File: config.mk
export PLATFORM = sky130hd
export DESIGN_NAME = vga_sync_monitor
export DESIGN_NICKNAME = d
export VERILOG_FILES = /design/src/rtl/vga_timing_pkg.sv /design/src/rtl/crc16_ccitt_12.sv /design/src/rtl/vga_sync_monitor.sv
export SDC_FILE = /design/constraint.sdc
export NUM_CORES = 1
export LEC_CHECK = 0
export CORE_ASPECT_RATIO = 1.2
export CORE_MARGIN = 2
export CORE_UTILIZATION = 40
export DETAILED_ROUTE_END_ITERATION = 10
export SYNTH_ARGS = -nofsm -noshare
export SYNTH_HDL_FRONTEND = slang
export SYNTH_SLANG_ARGS = --single-unit
File: constraint.sdc
create_clock -name clk -period 3 [get_ports clk]
set_input_delay 0.45 -clock clk [delete_from_list [all_inputs] [get_ports clk]]
set_output_delay 0.45 -clock clk [all_outputs]
set_load 0.02 [all_outputs]
File: src/rtl/vga_timing_pkg.sv
// Nominal 640x480@60 timing, monitor FSM encoding and CRC constants shared
// by the VGA receive-side monitor.
package vga_timing_pkg;
  localparam int VGA_H_VISIBLE = 640;
  localparam int VGA_H_FRONT   = 16;
  localparam int VGA_H_SYNC    = 96;
  localparam int VGA_H_BACK    = 48;
  localparam int VGA_H_TOTAL   = VGA_H_VISIBLE + VGA_H_FRONT + VGA_H_SYNC + VGA_H_BACK;

  localparam int VGA_V_VISIBLE = 480;
  localparam int VGA_V_FRONT   = 10;
  localparam int VGA_V_SYNC    = 2;
  localparam int VGA_V_BACK    = 33;
  localparam int VGA_V_TOTAL   = VGA_V_VISIBLE + VGA_V_FRONT + VGA_V_SYNC + VGA_V_BACK;

  // First visible sample trails the first high hsync sample by back porch + 1.
  localparam int VGA_H_START     = VGA_H_BACK + 1;
  localparam int VGA_V_START     = VGA_V_BACK;
  localparam int VGA_LOCK_FRAMES = 2;

  localparam logic [15:0] CRC_POLY = 16'h1021;
  localparam logic [15:0] CRC_INIT = 16'hFFFF;

  typedef enum logic [1:0] {
    ST_SEARCH = 2'd0,
    ST_ALIGN  = 2'd1,
    ST_LOCKED = 2'd2
  } mon_state_t;
endpackage

File: src/rtl/crc16_ccitt_12.sv
// Combinational CRC-16-CCITT step over one 12-bit word, MSB first,
// no reflection.
module crc16_ccitt_12
  import vga_timing_pkg::*;
(
  input  logic [15:0] i_crc,
  input  logic [11:0] i_data,
  output logic [15:0] o_crc
);
  logic [15:0] w_c;

  always_comb begin
    w_c = i_crc;
    for (int i = 11; i >= 0; i--) begin
      if (w_c[15] ^ i_data[i]) w_c = {w_c[14:0], 1'b0} ^ CRC_POLY;
      else                     w_c = {w_c[14:0], 1'b0};
    end
  end

  assign o_crc = w_c;
endmodule

File: src/rtl/vga_sync_monitor.sv
// VGA receive-side monitor: recovers the pixel grid from sampled syncs,
// checks line/frame periods, tracks lock, blanking and per-frame CRC.
module vga_sync_monitor
  import vga_timing_pkg::*;
#(
  parameter int H_TOTAL     = VGA_H_TOTAL,
  parameter int V_TOTAL     = VGA_V_TOTAL,
  parameter int H_VISIBLE   = VGA_H_VISIBLE,
  parameter int V_VISIBLE   = VGA_V_VISIBLE,
  parameter int H_START     = VGA_H_START,
  parameter int V_START     = VGA_V_START,
  parameter int LOCK_FRAMES = VGA_LOCK_FRAMES
) (
  input  logic        clk,
  input  logic        reset,
  input  logic        h_sync,
  input  logic        v_sync,
  input  logic [11:0] rgb,
  output logic        pixel_valid,
  output logic [9:0]  pixel_x,
  output logic [9:0]  pixel_y,
  output logic [11:0] pixel_rgb,
  output logic        frame_done,
  output logic [15:0] frame_crc,
  output logic        locked,
  output logic        h_period_err,
  output logic        v_period_err,
  output logic        blank_err
);
  localparam logic [10:0] HC_LAST = 11'(H_TOTAL - 1);
  localparam logic [10:0] HV_LO   = 11'(H_START - 1);
  localparam logic [10:0] HV_HI   = 11'(H_START - 1 + H_VISIBLE);
  localparam logic [9:0]  LC_LAST = 10'(V_TOTAL - 1);
  localparam logic [9:0]  VV_LO   = 10'(V_START);
  localparam logic [9:0]  VV_HI   = 10'(V_START + V_VISIBLE);
  localparam logic [9:0]  X_LAST  = 10'(H_VISIBLE - 1);
  localparam logic [9:0]  Y_LAST  = 10'(V_VISIBLE - 1);
  localparam logic [7:0]  LOCK_M1 = 8'(LOCK_FRAMES - 1);

  logic        r_hs1, r_hs2, r_vs1, r_vs2;
  logic [11:0] r_rgb1;
  logic [10:0] r_hc;
  logic [9:0]  r_lc;
  logic        r_h_seen, r_v_seen;
  mon_state_t  r_state, w_state_nx;
  logic [7:0]  r_clean, w_clean_nx;
  logic        r_dirty, w_dirty_nx;
  logic [15:0] r_crc, w_crc_nx;
  logic        r_frame_ok;
  logic        r_p1_vld, r_p1_last, r_p2_last;
  logic [9:0]  r_p1_x, r_p1_y;
  logic [11:0] r_p1_rgb;

  logic       w_h_rise, w_v_rise, w_h_bad, w_v_bad, w_perr;
  logic       w_win, w_vis, w_first, w_last;
  logic [9:0] w_px, w_py;

  assign w_h_rise = r_hs1 & ~r_hs2;
  assign w_v_rise = r_vs1 & ~r_vs2;
  assign w_h_bad  = w_h_rise & r_h_seen & (r_hc != HC_LAST);
  assign w_v_bad  = w_v_rise & r_v_seen & (r_lc != LC_LAST);
  assign w_perr   = w_h_bad | w_v_bad;

  // Window is evaluated against the first-stage rgb sample.
  assign w_win   = (r_hc >= HV_LO) && (r_hc < HV_HI) && (r_lc >= VV_LO) && (r_lc < VV_HI);
  assign w_vis   = w_win && (r_state != ST_SEARCH);
  assign w_px    = 10'(r_hc - HV_LO);
  assign w_py    = r_lc - VV_LO;
  assign w_first = w_vis && (w_px == 10'd0) && (w_py == 10'd0);
  assign w_last  = w_vis && (w_px == X_LAST) && (w_py == Y_LAST);
  assign locked  = (r_state == ST_LOCKED);

  crc16_ccitt_12 u_crc (
    .i_crc  (w_first ? CRC_INIT : r_crc),
    .i_data (r_rgb1),
    .o_crc  (w_crc_nx)
  );

  always_comb begin
    w_state_nx = r_state;
    w_clean_nx = r_clean;
    // A period error taints the frame it lands in; a vsync rise opens a fresh one.
    w_dirty_nx = w_v_rise ? 1'b0 : (r_dirty | w_perr);
    unique case (r_state)
      ST_SEARCH: if (w_v_rise) begin
        w_state_nx = ST_ALIGN;
        w_clean_nx = '0;
      end
      ST_ALIGN: begin
        if (w_perr) w_clean_nx = '0;
        else if (w_v_rise && !r_dirty) begin
          if (r_clean == LOCK_M1) begin
            w_state_nx = ST_LOCKED;
            w_clean_nx = '0;
          end else begin
            w_clean_nx = r_clean + 8'd1;
          end
        end
      end
      ST_LOCKED: if (w_perr) begin
        w_state_nx = ST_ALIGN;
        w_clean_nx = '0;
      end
      default: w_state_nx = ST_SEARCH;
    endcase
  end

  always_ff @(posedge clk) begin
    if (reset) begin
      r_hs1 <= 1'b1; r_hs2 <= 1'b1; r_vs1 <= 1'b1; r_vs2 <= 1'b1;
      r_rgb1 <= '0;
      r_hc <= '0; r_lc <= '0;
      r_h_seen <= 1'b0; r_v_seen <= 1'b0;
      r_state <= ST_SEARCH; r_clean <= '0; r_dirty <= 1'b0;
      r_crc <= CRC_INIT; r_frame_ok <= 1'b0;
      r_p1_vld <= 1'b0; r_p1_last <= 1'b0; r_p2_last <= 1'b0;
      r_p1_x <= '0; r_p1_y <= '0; r_p1_rgb <= '0;
      pixel_valid <= 1'b0; pixel_x <= '0; pixel_y <= '0; pixel_rgb <= '0;
      frame_done <= 1'b0; frame_crc <= '0;
      h_period_err <= 1'b0; v_period_err <= 1'b0; blank_err <= 1'b0;
    end else begin
      r_hs1 <= h_sync; r_hs2 <= r_hs1;
      r_vs1 <= v_sync; r_vs2 <= r_vs1;
      r_rgb1 <= rgb;

      if (w_h_rise)              r_hc <= '0;
      else if (r_hc != 11'h7FF)  r_hc <= r_hc + 11'd1;
      if (w_v_rise)      r_lc <= '0;
      else if (w_h_rise) r_lc <= r_lc + 10'd1;
      r_h_seen <= r_h_seen | w_h_rise;
      r_v_seen <= r_v_seen | w_v_rise;

      r_state <= w_state_nx;
      r_clean <= w_clean_nx;
      r_dirty <= w_dirty_nx;

      if (w_vis)       r_crc <= w_crc_nx;
      if (w_perr)      r_frame_ok <= 1'b0;
      else if (w_first) r_frame_ok <= 1'b1;

      r_p1_vld  <= w_vis;
      r_p1_x    <= w_vis ? w_px : 10'd0;
      r_p1_y    <= w_vis ? w_py : 10'd0;
      r_p1_rgb  <= w_vis ? r_rgb1 : 12'h000;
      r_p1_last <= w_last & (r_frame_ok | w_first) & ~w_perr;

      pixel_valid <= r_p1_vld;
      pixel_x     <= r_p1_x;
      pixel_y     <= r_p1_y;
      pixel_rgb   <= r_p1_rgb;
      r_p2_last   <= r_p1_last;

      frame_done <= r_p2_last;
      if (r_p2_last) frame_crc <= r_crc;

      h_period_err <= w_h_bad;
      v_period_err <= w_v_bad;
      if (locked && !w_win && (r_rgb1 != 12'h000)) blank_err <= 1'b1;
    end
  end
endmodule

[Word level (Yosys, flattened, before mapping)]
Cells that the tools add are included.
Operators by class
  add/subtract/negate cells: 5
  $lt $le $gt $ge: 4
  equality and inequality tests: 14
  mux-type cells: 25
  bitwise gates (word level): 41
  reductions and logical operators: 25
Operator list (number)
  2-to-1 mux 13 bit: 12
  2-to-1 mux 8 bit: 5
  NOT 3 bit: 12
  one-hot mux 8 bit (3 select lines): 1
  zero test 10 bit: 2
  subtractor 10 x 6 -> 10 bit, second input constant: 2
  2-to-1 mux 16 bit: 1
  nonzero test 12 bit: 1
  XOR 1 bit: 12
  adder 11 x 1 -> 11 bit, second input constant: 1
  >= comparator 11 x 6 -> 1 bit, second input constant: 1
  logical AND 1 bit: 11
  < comparator 11 x 10 -> 1 bit, second input constant: 1
  != test 11 x 10 -> 1 bit, second input constant: 1
  != test 11 bit, second input constant: 1
  adder 10 x 1 -> 10 bit, second input constant: 1
  equality test 10 bit, second input constant: 1
  equality test 10 x 9 -> 1 bit, second input constant: 1
  >= comparator 10 x 6 -> 1 bit, second input constant: 1
  < comparator 10 bit, second input constant: 1
  2-to-1 mux 2 bit: 5
  != test 10 bit, second input constant: 1
  adder 8 x 1 -> 8 bit, second input constant: 1
  AND 1 bit: 8
  16 further kinds: 30
Storage, ports and cells
  register bits: 155
  bits of input ports: 16
  output and inout bits: 54
  logic and storage cells: 143

[Depth between registers and ports, before layout]
Gate-level depths: netlist of the first run.
  depth after elaboration: 32
  mapped depth: 12
  mapped depth without buffers: 10

[Cells and area by module]
From an unflattened synthesis of the first run, not the netlist that was laid out.
Unflattened totals
  cell total of the unflattened synthesis: 635
  area, all modules: 6287.3 sq um
By module, submodules not included
  vga_sync_monitor: times used 1, cells each 598, area each 5888.1 sq um, seq. area each 3103.0 sq um
  crc16_ccitt_12: times used 1, cells each 37, area each 399.1 sq um, seq. area each 0.0 sq um

[Worst setup path before layout of the first run]
OpenSTA, ideal clock, no wires.
  kind: register -> register
  start: register r_lc[0]
  end: register r_crc[13]
  library setup time: 0.141 ns
  arrival time: 2.611 ns
  required time: 2.859 ns
  path slack: 0.247 ns
  cell stages (with the launch flop): 13
  path buffers: 2
  clock period less this slack: 2.753 ns
  cell sequence: dfxtp_1 -> inv_1 -> ha_1 -> buf_2 -> or4b_1 -> o21a_1 -> a2111oi_4 -> nand4_4 -> nor2_4 -> buf_4 -> nor2_1 -> xnor2_1 -> o211ai_1
Between the ends
  elaborated cells between the ends (all ways): 29
  those cells by class: 1 x add/sub; 2 x order compare; 12 x mux; 8 x bitwise; 6 x reduce/logical
RTL lines
  from (decl): RTL line vga_sync_monitor.sv:43  | logic [9:0] r_lc;
  from (signal assigned): RTL line vga_sync_monitor.sv:129  | else if (w_h_rise) r_lc <= r_lc + 10'd1;
  subtractor 10 x 6 -> 10 bit *: RTL line vga_sync_monitor.sv:68  | assign w_py = r_lc - VV_LO;
  net w_py[0]: RTL line vga_sync_monitor.sv:56  | logic [9:0] w_px, w_py;
  zero test 10 bit *: RTL line vga_sync_monitor.sv:69  | assign w_first = w_vis && (w_px == 10'd0) && (w_py == 10'd0);
  logical AND 1 bit *: RTL line vga_sync_monitor.sv:69
  2-to-1 mux 16 bit *: RTL line vga_sync_monitor.sv:74  | .i_crc (w_first ? CRC_INIT : r_crc),
  2-to-1 mux 13 bit (3 in series): RTL line crc16_ccitt_12.sv:15  | if (w_c[15] ^ i_data[i]) w_c = {w_c[14:0], 1'b0} ^ CRC_POLY;
  NOT 3 bit (no line)
  2-to-1 mux 13 bit (3 in series): RTL line crc16_ccitt_12.sv:15
  2-to-1 mux 13 bit *: RTL line crc16_ccitt_12.sv:15
  2-to-1 mux 13 bit (3 in series): RTL line crc16_ccitt_12.sv:15
  NOT 3 bit (no line)
  2-to-1 mux 13 bit *: RTL line crc16_ccitt_12.sv:15
  to (signal assigned): RTL line vga_sync_monitor.sv:137  | if (w_vis) r_crc <= w_crc_nx;
  to (decl): RTL line vga_sync_monitor.sv:48  | logic [15:0] r_crc, w_crc_nx;
The timed path passes the listed nets; every way through them passes the cells marked *.
A chain may end at the register's enable or synchronous reset.

[Worst setup path in the final report of the first run]
  start: register r_hc[5]
  end: register r_crc[11]
Between the ends
  longest elaborated chain between the ends: 22
  elaborated cells between the ends (all ways): 28
  those cells by class: 1 x add/sub; 2 x order compare; 13 x mux; 5 x bitwise; 7 x reduce/logical
RTL lines
  from (decl): RTL line vga_sync_monitor.sv:42  | logic [10:0] r_hc;
  from (signal assigned): RTL line vga_sync_monitor.sv:127  | else if (r_hc != 11'h7FF) r_hc <= r_hc + 11'd1;
  >= comparator 11 x 6 -> 1 bit or < comparator 11 x 10 -> 1 bit (tied branches): RTL line vga_sync_monitor.sv:65  | assign w_win = (r_hc >= HV_LO) && (r_hc < HV_HI) && (r_lc >= VV_LO) && (r_lc < VV_HI);
  logical AND 1 bit (3 in series): RTL line vga_sync_monitor.sv:65
  logical AND 1 bit: RTL line vga_sync_monitor.sv:66  | assign w_vis = w_win && (r_state != ST_SEARCH);
  logical AND 1 bit (2 in series): RTL line vga_sync_monitor.sv:69
  2-to-1 mux 16 bit: RTL line vga_sync_monitor.sv:74
  XOR 1 bit: RTL line crc16_ccitt_12.sv:15
  2-to-1 mux 13 bit (5 in series): RTL line crc16_ccitt_12.sv:15
  NOT 3 bit (no line)
  2-to-1 mux 13 bit (7 in series): RTL line crc16_ccitt_12.sv:15
Several ways; a longest one is shown, not always the timed one.

==> key figures, run 1 <==
CTS
  – CTS tree: yes
  – H-tree depth: 4
  – Post-cts hold buffer count: 0
  – Clk buf depth: 2
  – Worst-Skew Late Latency: 0.42 ns
  – Root Driver: clkbuf_16
  – Worst-path clk slew: 0.07 ns
  – Clock Sinks: 155
  – Num CTS Buffers: 17

Yosys
  – Yosys warning count: 0
  – Mapped cell area: 6415 um^2
  – Ys flop type: dfxtp_1
  – Synth cell types: 67
  – Post-synth net total: 704
  – Synth Register Bits: 155
  – Register area share after synthesis: 48.37%
  – EDFF count, synth: 0
  – Synthesized area per cell: 9.490 um^2
  – Mapped Cells: 676
  – Fraction of registers with async set/reset: 0%

Power and ir drop
  – Leakage: 3.007 nW
  – Max VDD drop: 360.1 uV
  – Pwr per Cell Area: 552.1 nW/um^2

Global route
  – Global-route wire length before repair: 22.58 mm
  – Tot GR Track Use: 16.93%
  – Met2 Usage GRT: 31.16%
  – Busiest grt layer: met2
  – Gr ovfl total: 0
  – Met1 usage: 18.12%
  – Largest net degree at the start of global routing: 53
  – Met3 usage: 4.034%
  – Vias in the first global route: 4682
  – Initial antenna violation count: 0

Die
  – CORE AREA: 15640 um^2
  – IO Pins: 70
  – Die height: 142.7 um
  – Die Span X: 119.6 um
  – Initial core utilization: 41.02%
  – Die area: 17070 um^2
  – Std cell rows: 50

Outcome
  – Status: completed

Worst setup path
  – CP bufs+invs: 1
  – CP Max Fanout: 9
  – Crit path cell chain: ha_1, nor4bb_2, o41ai_1, a2111oi_4, nand4_4, nor2_4, buf_4, nor2_1, xnor2_1, o211ai_1
  – Worst path required time: 3.30 ns
  – Worst path max stage delay: 0.50 ns
  – Cell family with most CP delay: simple AND/OR/NAND/NOR gates
  – Crit path kind: reg -> reg
  – Setup crit start kind: flop
  – Arr. time, crit path: 3.09 ns
  – Critical Path Sink Type: flop
  – Slowest CP cell: dfxtp_1

Timing
  – Unrepaired setup endpoints after global routing: false
  – Setup slack after layout: 0.2082 ns
  – Worst rel slew slack: 36.50%
  – Final hold violations: 0
  – Min Clock Period, post-route: 2.792 ns
  – Max-slew violation count: 0
  – Clock Skews: 0.007103 ns
  – FMAX: 358.2 MHz
  – Worst-margin pin slew: 0.9512 ns
  – Final period util: 93.06%
  – Number of setup violations in the final report: 0
  – Worst hold margin: 0.4343 ns

Drt
  – Initial DRT Pass Iterations: 4
  – Routed vias: 4727
  – Post-Route WL: 13.83 mm
  – DR iter-0 viols: 241
  – Wire per inst: 14.35 um
  – Drt drc: 0
  – Vias per std cell: 4.904
  – Number of antenna-violating nets in the routed design: 0

Placement
  – Routability cong.: 0.8586
  – HPWL Detailed: 9.987 mm
  – Dpl cell area: 7308 um^2
  – Setup slack at placement: -0.008696 ns
  – IO buf count: 69

Min path
  – HP Class: reg -> reg

Cells and area
  – Final #Nets: 771
  – P&R area growth vs syn: 23.46%
  – Antenna cell count: 0
  – FILL cells: 1450
  – Post-route cell area: 7920 um^2
  – Share of layout cells above drive strength 1: 10.05%
  – Final core occ: 50.64%

Run
  – Max-cap violations: 0
[worst reg2reg max path: cells and delay by family, from the launching register on]
kind | cells | cell delay (ns)
fa+ha+maj | 1 | 0.33
compound gates | 3 | 0.71
flops | 1 | 0.50
buf+inv | 1 | 0.18
xor+xnor | 1 | 0.17
simple gates | 4 | 0.78
[synthesized netlist by cell type (3+ instances only)]
cell       number  area share (%)
dfxtp_1       155              48
or2_2           8            0.78
ha_1           12             2.3
nand3_1        11            0.86
o21ai_0         8            0.62
buf_2           3            0.23
inv_1          15            0.88
nand2_1        36             2.1
xor2_1         41             5.6
xnor2_1        48             6.6
clkbuf_1       31             1.8
o21bai_1        3            0.35
o211ai_1       12             1.4
a211oi_1        4            0.47
a2bb2oi_1       4            0.55
nor2_1         95             5.6
nand4_1        10            0.98
and3_1          5            0.49
nand2b_1        5            0.49
mux2i_1        16             2.5
nor4_1          4            0.39
a21oi_1        14             1.1
nor4b_1         4            0.55
nor2b_1        52             5.1
and2_1         17             1.7
or3_1           6            0.59
nor3_1          6            0.47
[area by class of cell]
cell class	instances	area (um^2)	area share, %
clock buffers	17	425.4	5.371
clock inverters	15	147.6	1.864
inverters	16	63.81	0.8057
multi-input cells	467	3107	39.23
flip-flops and latches	155	3103	39.18
well taps	208	260.3	3.286
repair buffers	86	813.3	10.27
[layer usage]
| layer | share of wire [%] | wire (um) |
|---|---|---|
| met1 | 42 | 5742 |
| met2 | 53 | 7346 |
| met3 | 2.8 | 391 |
| met4 | 2.5 | 351 |
| met5 | 0 | 0 |
[power breakdown]
group / internal [W] / switching, W
sequential: 0.00208 / 0.0000233
combinational: 0.0000991 / 0.000126
clock: 0.00111 / 0.000941
total: 0.00328 / 0.00109
[metrics by stage]
stage                       TNS, ns  std cells  total power [W]
after detailed placement  -0.008696        930         0.002374
final                             0        964         0.004372
after floorplan                   0        676         0.002305
after global routing              0        964         0.004541
after CTS                         0        962         0.004432
after global placement            0        930         0.002369
[placed cells by master (no fill, tap or decap), types with 14 or more instances in the layout]
master             n
buf_4             17
clkdlybuf4s50_1   68
nor2b_1           52
xnor2_1           48
nand2_1           36
xor2_1            41
dfxtp_1          155
mux2i_1           16
clkbuf_16         17
and2_1            17
inv_1             14
nor2_1            95
a21oi_1           14
[flip-flops by register name, summed over array words and instances, names as in the netlist, 11 cells and up]
register   cells
r_hc          11
r_rgb1        12
pixel_rgb     12
r_p1_rgb      12
frame_crc     16
r_crc         16
[what timing repair did]
| action | in CTS | in global routing |
|---|---|---|
| resized for setup | 1 | 4 |
| setup buffers | 0 | 2 |
| pin swaps | 0 | 3 |
| endpoints found under the setup margin | 1 | 27 |
[worst paths after layout]
path	depth (start not counted)	endpoint	slack [ns]	start
setup / recovery	10	r_crc[11]	0.21	r_hc[5]
hold / removal	1	pixel_y[2]	0.43	r_p1_y[2]
setup reg to reg	10	r_crc[11]	0.21	r_hc[5]
hold reg to reg	1	pixel_y[2]	0.43	r_p1_y[2]
[cells by family after synthesis]
logic type / Yosys count / share of synthesized area [%]
AND/OR/NAND/NOR: 276 / 22.55
flip-flops: 155 / 48.37
XOR/XNOR: 89 / 12.15
AO/OA/AOI/OAI: 73 / 8.407
buffers and inverters: 54 / 3.511
multiplexers: 17 / 2.672
adder cells (fa/ha/maj): 12 / 2.340
No activity file was read; power rests on OpenSTA's default activity.
==> inputs of run 2 (changes only) <==
CORE_UTILIZATION = 45   (was 40)
PLACE_DENSITY = 0.66   (was not set)
==> key figures, run 2 (synthesis results as in run 1) <==
Cells and area
  – Antenna cell count: 0 (unchanged)
  – Largest regs: frame_crc (16), r_crc (16)
  – Commonest non-fill, non-tap cell in the layout: dfxtp_1
  – P&R area growth vs syn: 21.90%
  – FILL cells: 1206 (-17%)
  – Final core occ: 56.35% (+5.7 points)
  – Final #Nets: 768 (-0.39%)
  – Share of layout cells above drive strength 1: 9.296% (-0.76 points)
  – Highest-count cells in the layout ignoring fill and taps: dfxtp_1, nor2_1, clkdlybuf4s50_1, nor2b_1, xnor2_1

Power and ir drop
  – Max VDD drop: 273.8 uV (-24%)
  – Pwr per Cell Area: 551.6 nW/um^2 (about the same)
  – Leakage: 2.981 nW (-0.88%)
  – Total Power: 0.004313 W (-1.4%)

Timing
  – Unrepaired setup endpoints after global routing: true
  – Final hold violations: 0 (unchanged)
  – Worst hold margin: 0.4314 ns (-0.002877 ns)
  – Number of setup violations in the final report: 0 (unchanged)
  – Clock Skews: 0.01062 ns (+0.003519 ns)
  – Final period util: 95.66% (+2.6 points)
  – Worst-margin pin slew: 0.9003 ns (-0.05091 ns)
  – Worst rel slew slack: 39.90% (+3.4 points)
  – FMAX: 348.5 MHz (-2.7%)
  – Min Clock Period, post-route: 2.870 ns (+0.07793 ns)
  – Max-slew violation count: 0 (unchanged)

Global route
  – Initial antenna violation count: 0 (unchanged)
  – Largest net degree at the start of global routing: 55 (+3.8%)
  – Global-route wire length before repair: 22.22 mm (-1.6%)
  – Busiest grt layer: met2
  – Vias in the first global route: 4640 (-0.90%)
  – Gr ovfl total: 0 (unchanged)
  – Tot GR Track Use: 18.34% (+1.4 points)
  – Met3 usage: 4.039% (+0.0060 points)
  – Met2 Usage GRT: 32.60% (+1.4 points)
  – Met1 usage: 20.92% (+2.8 points)

Drt
  – DR iter-0 viols: 299 (+24%)
  – Routed vias: 4745 (+0.38%)
  – Post-Route WL: 13.66 mm (-1.2%)
  – Vias per std cell: 5.135 (+4.7%)
  – Drt drc: 8 (+8)
  – Wire per inst: 14.78 um (+3.0%)
  – Initial DRT Pass Iterations: 8 (+4)
  – Number of antenna-violating nets in the routed design: 0 (unchanged)

Placement
  – HPWL Detailed: 9.749 mm (-2.4%)
  – Routability cong.: 0.8695 (+1.3%)
  – IO buf count: 69 (unchanged)

Die
  – Die area: 15230 um^2 (-11%)
  – Die height: 134.8 um (-5.6%)
  – Initial core utilization: 46.22% (+5.2 points)
  – IO Pins: 70 (unchanged)
  – CORE AREA: 13880 um^2 (-11%)
  – Std cell rows: 47 (-6.0%)
  – Die Span X: 113.0 um (-5.5%)

Run
  – Max-cap violations: 0 (unchanged)

Worst setup path
  – CP Max Fanout: 8 (-1)
  – Worst path required time: 3.30 ns (about the same)
  – Setup crit start kind: flop
  – Arr. time, crit path: 3.17 ns (+0.08 ns)
  – Critical Path Sink Type: flop
  – Crit path kind: reg -> reg

CTS
  – Clock Sinks: 155 (unchanged)
  – H-tree depth: 4 (unchanged)
  – Post-CTS Repair Setup Buffers: 0 (unchanged)
  – Post_cts resized: 0 (-1)
  – Worst-Skew Late Latency: 0.42 ns (about the same)
  – Num CTS Buffers: 17 (unchanged)
  – CTS tree: yes
  – Root Driver: clkbuf_16
  – Clk buf depth: 2 (unchanged)
  – Worst-path clk slew: 0.07 ns (about the same)
  – Post-cts hold buffer count: 0 (unchanged)

Outcome
  – Failing checks: DRC
  – Status: finished with violations

Min path
  – HP Class: reg -> reg
[run 2: changes by cell type in the layout (fill, tap and decap cells not counted), sizes merged]
cell      before  now
buf           18   14
clkinv         5    4
clkinvlp       3    4
nor2          96   97
[run 2: critical path, stage by stage, from the launching register on]
cell and delay, ns:
dfxtp_1 0.41, inv_1 0.13, ha_1 0.21, buf_4 0.16, nor4b_2 0.17, or3_1 0.34, a211oi_1 0.28, nand4_2 0.28
nor2_2 0.38, nor2_1 0.12, xnor2_1 0.18, a2bb2oi_1 0.08
[run 2: per-stage QoR]
stage | cells | area (um^2) | setup WS (ns) | setup TNS, ns
floorplan | 676 | 6415 | 0.2474 | 0
global placement | 891 | 7247 | 0.2499 | 0
detailed placement | 891 | 7247 | 0.1005 | 0
CTS | 923 | 7801 | 0.07374 | 0
global route | 924 | 7820 | -0.0009317 | -0.001740
finish | 924 | 7820 | 0.1303 | 0
[run 2: routing by layer]
| layer | wire length (um) | vias up |
|---|---|---|
| li1 | - | 2375 |
| met1 | 5698 | 2223 |
| met2 | 7086 | 114 |
| met3 | 477 | 33 |
| met4 | 398 | 0 |
| met5 | 0 | - |
[run 2: area by class of cell]
cell class / count / area, um^2 / area share (%)
inverter: 16 / 60.06 / 0.7680
clock inverter: 15 / 128.9 / 1.648
sequential: 155 / 3103 / 39.68
clock buffer: 17 / 425.4 / 5.440
tap: 171 / 214.0 / 2.736
timing repair buffer: 82 / 783.3 / 10.02
multi-input combinational: 468 / 3105 / 39.71
[run 2: path summary, 6_finish.rpt]
| check | endpoint | from | slack (ns) | cells after the start |
|---|---|---|---|---|
| setup / recovery | r_crc[5] | r_lc[1] | 0.13 | 11 |
| setup reg to reg | r_crc[5] | r_lc[1] | 0.13 | 11 |
| hold / removal | pixel_y[2] | r_p1_y[2] | 0.43 | 1 |
| hold reg to reg | pixel_y[2] | r_p1_y[2] | 0.43 | 1 |
[run 2: power by group]
| part | switching [W] | internal, W |
|---|---|---|
| sequential | 0.0000238 | 0.00208 |
| clock | 0.000901 | 0.00109 |
| combinational | 0.000125 | 0.0000986 |
==> inputs of run 3 (changes only) <==
CTS_CLUSTER_DIAMETER = 30   (was not set)
==> results of run 3 <==
The final DEF is identical to that of run 2; final timing and power are the same.
